## src/rtl/alu_dec_seq.sv

```systemverilog
// Registered ALU control decoder with valid/ready handshake and MUL/DIV busy sequencing.
// Optional illegal-funct trap: define ALUDEC_ILLEGAL_TRAP_EN.
module alu_dec_seq #(
    parameter int ALUOP_W = 2,
    parameter int FUNCT_W = 4,
    parameter int CTRL_W  = 3,
    parameter int MC_LAT  = 4
) (
    input  logic               clk,
    input  logic               rst_n,
    input  logic               in_valid,
    output logic               in_ready,
    input  logic [ALUOP_W-1:0] alu_op,
    input  logic [FUNCT_W-1:0] funct,
    input  logic               flush,
    output logic               out_valid,
    output logic [CTRL_W-1:0]  alu_ctrl,
    output logic               busy,
    output logic               mc_done,
    output logic               illegal
);
    localparam int CNT_W = 4;
    localparam logic [0:0] S_IDLE = 1'b0;
    localparam logic [0:0] S_BUSY = 1'b1;

    logic [0:0]       r_state;
    logic [CNT_W-1:0] r_count;
    logic             r_out_valid;
    logic [CTRL_W-1:0] r_alu_ctrl;

    logic       w_count_zero;
    logic       w_xfer;
    logic       w_legal;
    logic       w_mc;
    logic [2:0] w_code;

    assign w_count_zero = (r_count == '0);
    assign busy         = (r_state == S_BUSY);
    assign mc_done      = busy && w_count_zero;
    assign in_ready     = !flush && ((r_state == S_IDLE) || w_count_zero);
    assign w_xfer       = in_valid && in_ready;
    assign out_valid    = r_out_valid;
    assign alu_ctrl     = r_alu_ctrl;

    // Legal R-type funct values 0..6 map one-to-one onto the control code.
    assign w_legal = (funct < FUNCT_W'(7));

    always_comb begin
        w_code = 3'b000;
        w_mc   = 1'b0;
        case (alu_op[1:0])
            2'b10:   w_code = 3'b000;
            2'b01:   w_code = 3'b001;
            2'b11:   w_code = 3'b011;
            default: begin
                if (w_legal) begin
                    w_code = funct[2:0];
                    w_mc   = (funct[2:0] == 3'd5) || (funct[2:0] == 3'd6);
                end
            end
        endcase
    end

    always_ff @(posedge clk or negedge rst_n) begin
        if (!rst_n) begin
            r_state     <= S_IDLE;
            r_count     <= '0;
            r_out_valid <= 1'b0;
            r_alu_ctrl  <= '0;
        end else if (flush) begin
            // alu_ctrl intentionally retained across a flush
            r_state     <= S_IDLE;
            r_count     <= '0;
            r_out_valid <= 1'b0;
        end else if (w_xfer) begin
            r_out_valid <= 1'b1;
            r_alu_ctrl  <= CTRL_W'(w_code);
            if (w_mc) begin
                r_state <= S_BUSY;
                r_count <= CNT_W'(MC_LAT - 1);
            end else begin
                r_state <= S_IDLE;
                r_count <= '0;
            end
        end else begin
            r_out_valid <= 1'b0;
            if (r_state == S_BUSY) begin
                if (w_count_zero) r_state <= S_IDLE;
                else              r_count <= r_count - 1'b1;
            end
        end
    end

`ifdef ALUDEC_ILLEGAL_TRAP_EN
    logic r_illegal;
    logic w_illegal;

    assign w_illegal = (alu_op[1:0] == 2'b00) && !w_legal;

    always_ff @(posedge clk or negedge rst_n) begin
        if (!rst_n)      r_illegal <= 1'b0;
        else if (flush)  r_illegal <= 1'b0;
        else if (w_xfer) r_illegal <= w_illegal;
        else             r_illegal <= 1'b0;
    end

    assign illegal = r_illegal;
`else
    assign illegal = 1'b0;
`endif

endmodule

```

## config.mk

```make
export PLATFORM = sky130hd
export DESIGN_NAME = alu_dec_seq
export DESIGN_NICKNAME = d
export VERILOG_FILES = /design/src/rtl/alu_dec_seq.sv
export SDC_FILE = /design/constraint.sdc
export NUM_CORES = 1
export LEC_CHECK = 0
export BUFFER_PORTS_ARGS = -buffer_cell sky130_fd_sc_hd__buf_2
export CAP_MARGIN = 40
export CORE_AREA = 2 2 39 41
export DETAILED_ROUTE_END_ITERATION = 12
export DIE_AREA = 0 0 41 43
export GPL_ROUTABILITY_DRIVEN = 0
export GPL_TIMING_DRIVEN = 0
export HOLD_SLACK_MARGIN = 0.05
export PLACE_DENSITY = 0.67
export SYNTH_ARGS = -nofsm -noshare
export SYNTH_HDL_FRONTEND = slang
export SYNTH_SLANG_ARGS = --single-unit
```

## constraint.sdc

```tcl
create_clock -name clk -period 2.53 [get_ports clk]
set_clock_uncertainty 0.05 [all_clocks]
set_input_delay 0.506 -clock clk [delete_from_list [all_inputs] [get_ports clk]]
set_output_delay 0.506 -clock clk [all_outputs]
set_load 0.02 [all_outputs]
```

==> results.py <==
metrics = {
    "layout": {
        "layout-drive-gt1-share_pct": 34.7,
        "fillerInstances": 131,
        "layout.area.seq_sq_um": 225,
        "antenna_cells": 0,
        "area_delta_synth_final_pct": 24.7,
        "final_area_sq_um": 689,
        "final_util_pct": 49.8,
        "nNetsFinal": 88,
        "multi_input_area_sq_um": 287,
    },
    "critical_path": {
        "max_stage_delay_ps": 400,
        "crit_fanout": 7,
        "crit_type": "flip-flop to output port",
        "crit_path_start": "r_count[0]",
        "crit_buf_inv": 3,
        "arrival_ps": 1820,
        "cpMaxStageDelayCell": "dfrtp_1",
        "r2r_cells": 6,
        "crit_chain": "inv_1, ha_1, or3b_1, buf_6, and2_1, nor2_1, buf_2",
        "r2r-start": "r_count[0]",
        "cpLargestDelayFamily": "simple AND/OR/NAND/NOR gates",
        "cp.required_ps": 1970,
        "timing.rr.end": "alu_ctrl[1]",
        "reg2reg_slack_ps": 570,
        "setup.worst_path.start_class": "flip-flop",
        "end_kind": "output port",
    },
    "floorplanning": {
        "dieWidth_um": 41,
        "start_util_pct": 40.0,
        "die_y_um": 43,
        "rows": 14,
        "dieArea_sq_um": 1760,
        "ios": 18,
        "core_area_sq_um": 1380,
    },
    "synth": {
        "ys_ff_latch": 9,
        "synthCells": 54,
        "synth.area.top_cells": "dfrtp_1 41%, mux2_4 5.4%, ha_1 4.5%",
        "syn_area_sq_um": 553,
        "synth_top_cell_by_area": "dfrtp_1",
        "synth.distinct_cells": 32,
        "syn_avg_cell_area_sq_um": 10.2,
        "synth_warnings": 0,
        "syn_nets": 66,
        "ys_seq_area_share_pct": 40.7,
        "yosys.area.top_type_share_pct": 40.7,
    },
    "timing": {
        "worstMarginPinSlew_ps": 602,
        "rsz0062_at_grt": "no",
        "maxSlewViolCount": 0,
        "whs_ps": 460,
        "period_share_pct": 94.1,
        "maxSlewHeadroom_pct": 59.3,
        "hold_viol": 0,
        "max_freq_mhz": 420,
        "setup_tns_ps": 0,
        "final-setup-viol-count": 0,
        "period_needed_ps": 2380,
    },
    "hold_path": {
        "min_to": "alu_ctrl[2]",
        "holdCritStartpoint": "alu_ctrl[2]",
        "min_delay_path_depth": 1,
        "worstHoldPathType": "flip-flop to flip-flop",
    },
    "power_and_ir_drop": {
        "p_per_area_nw_per_um2": 474,
        "p_leak_nw": 0.323,
        "ir_drop_mv": 0.199,
    },
    "run": {
        "drv_cap": 0,
    },
    "clocking": {
        "cts_sinks": 9,
        "htreeDepth": 1,
        "cts_resized": 0,
        "cts_buffers": 3,
        "clkLatencyLatePin_ps": 260,
        "clk_pin_slew_ps": 60,
        "cts_buffer_depth": 2,
        "cts_tree": "done",
        "cts_hold_buf": 1,
        "root_buffer": "clkbuf_4",
        "post_cts_buffers": 0,
    },
    "routing": {
        "routed_wl_um": 1110,
        "dr.pass1.iters": 4,
        "ant_nets": 0,
        "vias_per_cell": 5.21,
        "routed-via-count": 474,
        "drt_iter0_drc": 9,
        "wire_per_inst_um": 12.2,
        "drc": 0,
    },
    "placed_design": {
        "io_buffers": 16,
        "placed_area_sq_um": 653,
        "dp_hpwl_um": 854,
    },
    "global_route": {
        "grt_overflow": 0,
        "antenna_found_initial": 0,
        "grt_first_pass_wirelength_um": 1830,
        "first_global_vias": 431,
        "grt_max_degree": 10,
        "grt.total_usage_pct": 15.4,
    },
    "run_status": {
        "status": "finished, final reports clean",
    },
}
layer usage:
metal / global-route usage [%] / part of all wire [%] / routed length (um) / vias up
met4: 12.0 / 1.4 / 16 / 0
met2: 21.9 / 47 / 528 / 11
met1: 20.1 / 48 / 540 / 226
met3: 1.57 / 2.6 / 29 / 2
li1: - / - / - / 235
met5: 0 / 0 / 0 / -
cell type report:
cell class                 count  share of cell area, %
clock buffer                   4                   3.81
tap                           16                   2.90
sequential                     9                   32.7
buffer                         3                   3.27
inverter                       5                   2.72
timing repair buffer          17                   13.1
multi-input combinational     37                   41.6
cell families (layout without fill, tap and decap cells):
group	Yosys count	after routing	share of synthesized area, %
AOI/OAI and AO/OA	14	14	20.8
muxes	4	4	9.05
adders and majority gates	2	2	4.52
other	1	1	0.678
and+or+nand+nor	15	15	15.2
xor gates and xnor gates	1	1	1.58
DFF	9	9	40.7
buffers and inverters	8	29	7.47
cell usage in the layout, fill, tap and decap left out, types with 2 or more instances in the layout:
master     n
dfrtp_1    9
mux2_4     2
buf_2     16
ha_1       2
clkbuf_1   2
clkbuf_4   3
nor3_1     3
nand2_1    2
nor2_1     3
inv_1      5
a21oi_1    3
mux2i_1    2
Yosys cell counts:
library cell	number
nor2_1	3
or2_2	1
a32o_1	1
mux2i_1	2
xor2_1	1
mux2_4	2
nand3_1	1
nor4b_1	1
inv_1	5
and2_1	1
ha_1	2
nor3_1	3
buf_6	1
nand4b_1	1
dfrtp_1	9
a31oi_1	1
a21oi_1	3
o21ai_0	1
a211oi_1	1
a221oi_1	1
buf_4	1
or3b_1	1
a32oi_1	1
o21ba_2	1
nand2b_1	1
clkbuf_1	1
nand2_1	2
a211oi_4	1
o32ai_1	1
a22oi_1	1
a21boi_0	1
conb_1	1
worst max path at each step:
stage	end	slack [ps]	cells after the start
detailed placement	in_ready	450	7
finish	in_ready	150	7
floorplan	in_ready	450	6
CTS	in_ready	150	7
global placement	in_ready	450	7
global route	in_ready	40	7
stage by stage:
step                      total power, mW  cells  setup slack (ps)
after floorplan                     0.190     54               455
after global placement              0.215     86               454
after detailed placement            0.216     86               445
after CTS                           0.331     91               154
after global routing                0.347     91              42.5
final                               0.327     91               150
flip-flops by register name, summed over array words and instances (netlist names):
signal     count
alu_ctrl       3
out_valid      1
r_count        4
busy           1
worst register-to-register path: cells and delay by family (launching register included):
kind	cells	cell delay [ps]
DFF	1	400
and+or+nand+nor	1	350
AOI/OAI and AO/OA	1	340
muxes	1	330
buffers and inverters	2	240
adders and majority gates	1	140
power by group:
group / switching, mW / internal [mW] / total (mW)
registers: 0.00372 / 0.151 / 0.154
logic: 0.0345 / 0.0254 / 0.0599
clock network: 0.0518 / 0.0609 / 0.113
(Power assumes the default switching activity.)
